$ cat src/rtl/mac_accumulator.sv
// Saturating multiply-accumulate stage: sums a stream of signed 32-bit products and
// emits one result per in_last-tagged product or when MAX_LEN products have been summed.
module mac_accumulator #(
  parameter int ACC_W   = 40,
  parameter int MAX_LEN = 256,
  parameter int CNT_W   = 9
) (
  input  logic                    clk,
  input  logic                    rst_n,
  input  logic                    clear,
  input  logic                    in_valid,
  output logic                    in_ready,
  input  logic [31:0]             product,
  input  logic                    in_last,
  output logic                    out_valid,
  input  logic                    out_ready,
  output logic [ACC_W-1:0]        out_sum,
  output logic [CNT_W-1:0]        out_count,
  output logic                    out_overflow,
  output logic                    out_forced
);

  // Handshake: a product moves when in_valid && in_ready; a result moves when
  // out_valid && out_ready. in_ready depends only on state and out_ready.
  typedef enum logic {ACCUM, HOLD} state_t;

  localparam logic [ACC_W-1:0] ACC_MAX = {1'b0, {(ACC_W-1){1'b1}}};
  localparam logic [ACC_W-1:0] ACC_MIN = {1'b1, {(ACC_W-1){1'b0}}};
  localparam logic [CNT_W-1:0] LEN_LIM = CNT_W'(MAX_LEN);

  state_t             state;
  logic [ACC_W-1:0]   acc;
  logic [CNT_W-1:0]   cnt;
  logic               sticky;

  logic               accept;
  logic               transfer;
  logic               close;
  logic               ovf;
  logic [ACC_W-1:0]   base_acc;
  logic [CNT_W-1:0]   base_cnt;
  logic               base_sticky;
  logic [ACC_W:0]     sum;
  logic [ACC_W-1:0]   acc_next;
  logic [CNT_W-1:0]   cnt_inc;

  assign in_ready  = (state == ACCUM) || out_ready;
  assign out_valid = (state == HOLD);
  assign accept    = in_valid && in_ready;
  assign transfer  = out_valid && out_ready;

  // clear takes effect before the product of the same cycle is added.
  always_comb begin
    base_acc    = clear ? '0 : acc;
    base_cnt    = clear ? '0 : cnt;
    base_sticky = clear ? 1'b0 : sticky;
    sum         = {base_acc[ACC_W-1], base_acc} + {{(ACC_W+1-32){product[31]}}, product};
    ovf         = sum[ACC_W] != sum[ACC_W-1];
    if (!ovf)
      acc_next = sum[ACC_W-1:0];
    else if (sum[ACC_W])
      acc_next = ACC_MIN;
    else
      acc_next = ACC_MAX;
    cnt_inc = base_cnt + CNT_W'(1);
    close   = accept && (in_last || cnt_inc == LEN_LIM);
  end

  always_ff @(posedge clk or negedge rst_n) begin
    if (!rst_n) begin
      state        <= ACCUM;
      acc          <= '0;
      cnt          <= '0;
      sticky       <= 1'b0;
      out_sum      <= '0;
      out_count    <= '0;
      out_overflow <= 1'b0;
      out_forced   <= 1'b0;
    end else if (close) begin
      // A close during a transfer reloads the result with no bubble.
      state        <= HOLD;
      out_sum      <= acc_next;
      out_count    <= cnt_inc;
      out_overflow <= base_sticky | ovf;
      out_forced   <= !in_last;
      acc          <= '0;
      cnt          <= '0;
      sticky       <= 1'b0;
    end else begin
      if (accept) begin
        acc    <= acc_next;
        cnt    <= cnt_inc;
        sticky <= base_sticky | ovf;
      end else if (clear) begin
        acc    <= '0;
        cnt    <= '0;
        sticky <= 1'b0;
      end
      if (transfer)
        state <= ACCUM;
    end
  end

endmodule

$ cat config.mk
export PLATFORM = sky130hd
export DESIGN_NAME = mac_accumulator
export DESIGN_NICKNAME = d
export VERILOG_FILES = /design/src/rtl/mac_accumulator.sv
export SDC_FILE = /design/constraint.sdc
export NUM_CORES = 1
export LEC_CHECK = 0
export BUFFER_PORTS_ARGS = -buffer_cell sky130_fd_sc_hd__buf_2
export CAP_MARGIN = 20
export CORE_MARGIN = 2
export CORE_UTILIZATION = 54
export DETAILED_ROUTE_END_ITERATION = 7
export PLACE_DENSITY_LB_ADDON = 0.1
export SKIP_CTS_REPAIR_TIMING = 1
export SLEW_MARGIN = 40
export SYNTH_ARGS = -nofsm -noshare
export SYNTH_HDL_FRONTEND = slang
export SYNTH_SLANG_ARGS = --single-unit
$ cat constraint.sdc
create_clock -name clk -period 3 [get_ports clk]
set_input_delay 0.9 -clock clk [delete_from_list [all_inputs] [get_ports clk]]
set_output_delay 0.9 -clock clk [all_outputs]
set_load 0.03 [all_outputs]
==> impl_metrics.ini, run 1 <==
[routing]
dr_total_vias = 8700
drc = 0
drt_iter0_markers = 915
ant_nets = 0
dr.pass1.iters = 5
wl_um = 30700
via_per_inst = 6.41
avgRoutedWirePerCell_um = 22.6

[global_routing]
overflow = 0
grt_pass1_vias = 7881
grt_pass1_wl_um = 39300
grt_max_degree = 63
antenna_found_initial = 0
grt_use_total_pct = 34.8

[final_layout]
drive_gt1_share_pct = 49.2
n_fill_cell = 683
nNetsFinal = 1258
fin_util_pct = 87.2
stdcell_count = 1358
diodes = 0
post-route-cell-area_um2 = 11500
area_growth_pct = 58.9

[critical_path]
crit_fanout = 12
crit_slowest_cell = nor2_4
worstRegToRegCells = 14
path_depth = 16
rrSetupSlack_ns = -0.33
end_kind = flip-flop
path_delay_family = compound AO/OA/AOI/OAI gates
max_stage_delay_ns = 0.38
crit_path_start_kind = primary input
crit_arrival_ns = 4.00
path_cells = buf_12 > buf_12 > nor2b_2 > ha_1 > buf_4 > nand2_1 > o21ai_1 > a32o_2 > nand2_1 > o211ai_1 > buf_4 > o21ai_4 > mux2i_4 > buf_12 > nor2_4 > a21oi_1
crit_top_cell = buf_12
cp_num_buf_inv = 5
cp.required_ns = 3.23
crit_type = primary input to flip-flop

[synthesis]
synth_top_family_by_area = compound AO/OA/AOI/OAI gates
ys_seq_area_share_pct = 35.4
synthSimpleGateAreaFrac_pct = 21.2
yosysWarnings = 0
synth.avg_cell_area_um2 = 8.42
ys.flop_type = dfrtp_1
synthAdderAreaFrac_pct = 7.57
synth_largest_area_cell = dfrtp_1
synth_compound_area_share_pct = 24.9
synth_fp_nets = 937
ys_types = 65
syn_inst = 856
ys_ff_latch = 102
synth_xor_area_share_pct = 5.83
syn_area_um2 = 7210
synth_edf_count = 0
yosys-top-cells-area = dfrtp_1 (35%), ha_1 (7.3%), a21oi_1 (6.8%), nand2_1 (4.5%), nor2_1 (4.4%)
synth-async-reset-ratio_pct = 100
muxShareOfSynthArea_pct = 0.902
synth.top_cell.area_share_pct = 35.4

[pwr]
swShare_pct = 41.7
power_leakage_nw = 5.30
peakVddDrop_uv = 482
powerDensity_nw_per_um2 = 559
p_comb_share_pct = 52.3
power_frac_clock_pct = 19.4
pwr-share-seq_pct = 28.3
p_sw_mw = 2.67
internal-power_mw = 3.73

[cts]
cts_sinks = 102
insertion_delay_ns = 0.37
clockBufferDepth = 2
cts_buffers = 9
clk_pin_slew_ns = 0.08
htreeDepth = 3
cts_tree = built
root_buffer = clkbuf_16

[die]
die-area_um2 = 14300
core-area_um2 = 13100
initial_utilization_pct = 54.9
die_h_um = 120
rows = 42
io_pins = 91
fp.dieW_um = 120

[outcome]
status = complete, but fails checks
violations = setup timing

[place]
dpl.cell_count = 1312
io_buffer_count = 90
place_hpwl_um = 18600
placedInstanceArea_um2 = 9640
place_congestion = 0.947

[sta]
maxSlewViolCount = 0
max_freq_ghz = 0.265
hold_ws_ns = 0.387
clock-skew-final_ns = 0.0133
fin_ws_ns = -0.768
rsz0062_at_grt = true
final.period_utilization_pct = 126
worst-slew-pin-transition_ns = 0.741
slew_headroom_pct = 50.4
setup_viol = 99
period_minus_slack_ns = 3.77
finalHoldViolations = 0

[run]
cap_violations = 0

[min_path]
worstHoldPathType = primary input to asynchronous set/reset pin
[registers in the layout, summed over array words and instances, names as in the netlist]
register	flops
acc	40
out_sum	40
cnt	9
out_count	9
out_forced	1
out_overflow	1
out_valid	1
sticky	1
[cells in the mapped netlist, types with 4 or more instances]
| cell | n |
|---|---|
| o21ai_1 | 17 |
| o21ai_0 | 36 |
| xor2_1 | 20 |
| a211oi_1 | 7 |
| and3_1 | 7 |
| and2_1 | 6 |
| xnor2_1 | 28 |
| a22oi_1 | 6 |
| a31oi_1 | 10 |
| nand3_1 | 10 |
| nor4_1 | 4 |
| o31ai_1 | 4 |
| nand2b_1 | 15 |
| a21oi_1 | 98 |
| clkbuf_1 | 24 |
| nand2_1 | 87 |
| nor2_1 | 84 |
| inv_1 | 16 |
| o31a_1 | 4 |
| buf_4 | 5 |
| or3_1 | 6 |
| o21a_1 | 4 |
| nand4_1 | 12 |
| o211ai_1 | 11 |
| nor3_1 | 18 |
| buf_2 | 21 |
| nor2b_1 | 44 |
| a21o_1 | 20 |
| o21bai_1 | 10 |
| o2bb2ai_1 | 24 |
| ha_1 | 42 |
| dfrtp_1 | 102 |
[metrics by stage]
stage                     power, mW  TNS [ns]  setup slack [ns]
after floorplan                3.39    -71.43            -0.813
after detailed placement       4.49    -96.11             -1.21
after global placement         4.43    -86.71             -1.07
final                          6.40    -56.64            -0.768
after CTS                      5.72    -60.27            -0.841
after global routing           6.63    -59.38            -0.776
[final timing paths]
path	startpoint	end
worst min register to register	out_sum[38]	out_sum[38]
min in group clk	out_sum[38]	out_sum[38]
max in group asynchronous	rst_n	acc[12]
worst max register to register	acc[19]	out_sum[6]
worst max-delay path	clear	out_sum[6]
worst min-delay path	rst_n	acc[26]
[cells in the final DEF (no fill, tap or decap), drive strengths merged, types with 3 or more instances in the layout]
cell type,netlist,final
buf,27,356
dfrtp,102,102
a21oi,99,99
nand2,90,90
nor2,86,86
o21ai,53,53
nor2b,44,44
ha,42,42
xnor2,28,28
o2bb2ai,24,24
a21o,20,20
xor2,20,20
nor3,20,20
inv,16,18
nand2b,15,15
clkbuf,24,15
nand4,12,12
o211ai,11,11
nand3,10,10
o21bai,10,10
a31oi,10,10
a211oi,8,8
and3,7,7
and2,6,6
or3,6,6
a22oi,6,6
o31a,4,4
o21a,4,4
nor4,4,4
o31ai,4,4
o211a,3,3
a31o,3,3
mux2i,3,3
a41oi,3,3
a221oi,3,3
[worst reg2reg max path: cells and delay by family (launching register included)]
family,cells,cell delay (ns)
buffers and inverters,3,0.57
multiplexers,1,0.12
AND/OR/NAND/NOR,4,0.78
adder cells (fa/ha/maj),1,0.35
flip-flops,1,0.36
AO/OA/AOI/OAI,5,1.02
[area by class of cell]
type                    count  area (µm²)  share of cell area [%]
clock inverters             6        68.8                   0.601
well taps                 176         220                    1.92
flip-flops and latches    102        2550                    22.3
inverters                  16        60.1                   0.524
multi-input cells         687        5510                    48.1
clock buffers              10         229                    2.00
repair buffers            361        2810                    24.6
[cell families after synthesis]
logic type,after synthesis
AO/OA/AOI/OAI,280
XOR/XNOR,48
adder cells (fa/ha/maj),43
buffers and inverters,67
flip-flops,102
multiplexers,5
AND/OR/NAND/NOR,311
[routing by layer]
| metal | global-route usage (%) | vias to the layer above | wire length [µm] |
|---|---|---|---|
| met1 | 43.3 | 4211 | 11200 |
| met4 | 14.4 | 0 | 1840 |
| li1 | - | 3724 | - |
| met2 | 59.9 | 600 | 15000 |
| met5 | 0 | - | 0 |
| met3 | 5.94 | 165 | 2670 |
[power groups by stage]
stage / sequential (mW) / combinational [mW] / clock, mW
2_1_floorplan: 2.18 / 1.21 / 0
3_3_place_gp: 1.81 / 2.62 / 0
3_5_place_dp: 1.82 / 2.68 / 0
4_1_cts: 1.79 / 2.70 / 1.23
5_1_grt: 1.83 / 3.51 / 1.29
6_report: 1.81 / 3.35 / 1.24
No activity file was read; power rests on OpenSTA's default activity.
==> run 2: changes to the inputs <==
- CORE_MARGIN: 2 -> unset
- CTS_CLUSTER_SIZE: unset -> 14
==> run 2 against run 1 <==
  * The run still ends with setup timing left
  * Die area down 3.3%
  * Clock skew up 0.0016 ns
  * Wire length up 13%
  * Design area up 1.8%
  * Combinational power up 4%
  * Count of clock-buffer cells in the layout unchanged
  * Hold slack worse by 0.024 ns
  * Largest cell class unchanged
  * First-iteration DRC count up 34%
  * Maximum frequency down 5.8%
  * Worst setup slack worse by 0.23 ns
  * Register-to-register slack worse by 0.26 ns
  * Sequential power about the same
==> impl_metrics.ini, run 2 (same netlist as run 1, synthesis figures left out) <==
[die]
fp.dieW_um = 118
rows = 41
io_pins = 91
die-area_um2 = 13800
initial_utilization_pct = 56.2
core-area_um2 = 12800
die_h_um = 118

[routing]
drt_iter0_markers = 1227
via_per_inst = 6.76
avgRoutedWirePerCell_um = 25.5
wl_um = 34800
dr_total_vias = 9243
ant_nets = 0
dr.pass1.iters = 6
drc = 0

[sta]
worst-slew-pin-transition_ns = 0.694
fin_ws_ns = -1.00
clock-skew-final_ns = 0.0149
maxSlewViolCount = 0
slew_headroom_pct = 53.7
finalHoldViolations = 0
period_minus_slack_ns = 4.00
rsz0062_at_grt = true
setup_viol = 102
final.period_utilization_pct = 133
max_freq_ghz = 0.250
hold_ws_ns = 0.364

[min_path]
worstHoldPathType = primary input to asynchronous set/reset pin

[global_routing]
grt_pass1_vias = 7989
grt_max_degree = 58
grt_pass1_wl_um = 39400
grt_use_total_pct = 35.9
antenna_found_initial = 1
overflow = 0

[cts]
cts_buffers = 9
insertion_delay_ns = 0.37
clockBufferDepth = 2
cts_sinks = 102
clk_pin_slew_ns = 0.08
root_buffer = clkbuf_16
cts_tree = built
htreeDepth = 3

[place]
io_buffer_count = 90
place_hpwl_um = 18200
place_congestion = 0.976
placedInstanceArea_um2 = 9680

[outcome]
violations = setup timing
status = complete, but fails checks

[final_layout]
area_growth_pct = 61.8
diodes = 0
final_common_cell = buf_4
final_cell_mix = buf_4 (236), dfrtp_1 (102), buf_2 (88), nand2_1 (76), nor2_1 (74)
top_regs = acc: 40 flops, out_sum: 40 flops
nNetsFinal = 1271
drive_gt1_share_pct = 49.5
post-route-cell-area_um2 = 11700
fin_util_pct = 90.9
n_fill_cell = 544

[pwr]
peakVddDrop_uv = 386
power_leakage_nw = 5.41
total_power_mw = 6.52
powerDensity_nw_per_um2 = 559

[run]
cap_violations = 0

[critical_path]
crit_slowest_cell = nor3_1
crit_arrival_ns = 4.28
cp.required_ns = 3.28
end_kind = flip-flop
crit_fanout = 7
crit_type = primary input to flip-flop
max_stage_delay_ns = 0.56
path_cells = buf_12 > buf_12 > buf_4 > buf_8 > nand4b_2 > buf_4 > nor3_1 > xor2_1 > nand2b_1 > or3b_4 > nand2_4 > nor2_2 > nand2_4 > o2bb2ai_1
crit_path_start_kind = primary input
-- run 2: cell count changes in the layout (fill, tap and decap cells not counted), moves of 3 or more --
cell	previous run	this run
o21ai_0	26	23
buf_8	3	8
ha_4	17	20
nor2_2	10	5
nor3_2	8	3
nand2_1	79	76
a211oi_1	1	4
nor3_1	11	15
ha_1	24	19
nand2_2	6	10
buf_12	12	17
o21ai_2	4	8
nor2_1	70	74
-- run 2: worst max-delay path, delay by kind of cell --
family	cells	cell delay, ns
and+or+nand+nor	7	2.10
buffers and inverters	5	0.75
xor gates and xnor gates	1	0.30
AOI/OAI and AO/OA	1	0.22
-- run 2: metrics by stage --
step / std cells / setup slack (ns) / TNS (ns)
6_report: 1367 / -1.00 / -80.53
5_1_grt: 1367 / -1.13 / -88.41
4_1_cts: 1328 / -0.844 / -63.02
3_5_place_dp: 1312 / -1.18 / -98.85
3_3_place_gp: 1312 / -1.10 / -87.00
2_1_floorplan: 856 / -0.813 / -71.43
-- run 2: path summary, 6_finish.rpt --
check / end / cells past startpoint / from / slack (ns)
min in group clk: out_count[8] / 2 / out_count[8] / 0.49
hold reg to reg: out_count[8] / 2 / out_count[8] / 0.49
max in group asynchronous: acc[20] / 2 / rst_n / 1.89
hold / removal: out_sum[34] / 1 / rst_n / 0.36
setup reg to reg: acc[1] / 13 / acc[32] / -0.59
setup / recovery: acc[30] / 14 / clear / -1.00
-- run 2: routing by layer --
metal	vias up	global-route usage [%]	share of wire [%]
met1	4373	44.5	34
li1	3742	-	-
met2	821	61.3	45
met3	305	4.84	11
met5	-	0	0.037
met4	2	17.6	9.5
-- run 2: cell type report --
cell class	instances	area, µm²	area share (%)
multi-input combinational	688	5520	47.3
timing repair buffer	373	3030	25.9
sequential	102	2550	21.9
clock buffer	10	239	2.05
tap	172	215	1.85
inverter	16	60.1	0.515
clock inverter	6	51.3	0.440
-- run 2: power by group --
| part | total (mW) | switching, mW | internal [mW] |
|---|---|---|---|
| Clock | 1.22 | 0.619 | 0.603 |
| Sequential | 1.82 | 0.164 | 1.66 |
| Combinational | 3.47 | 2.03 | 1.44 |
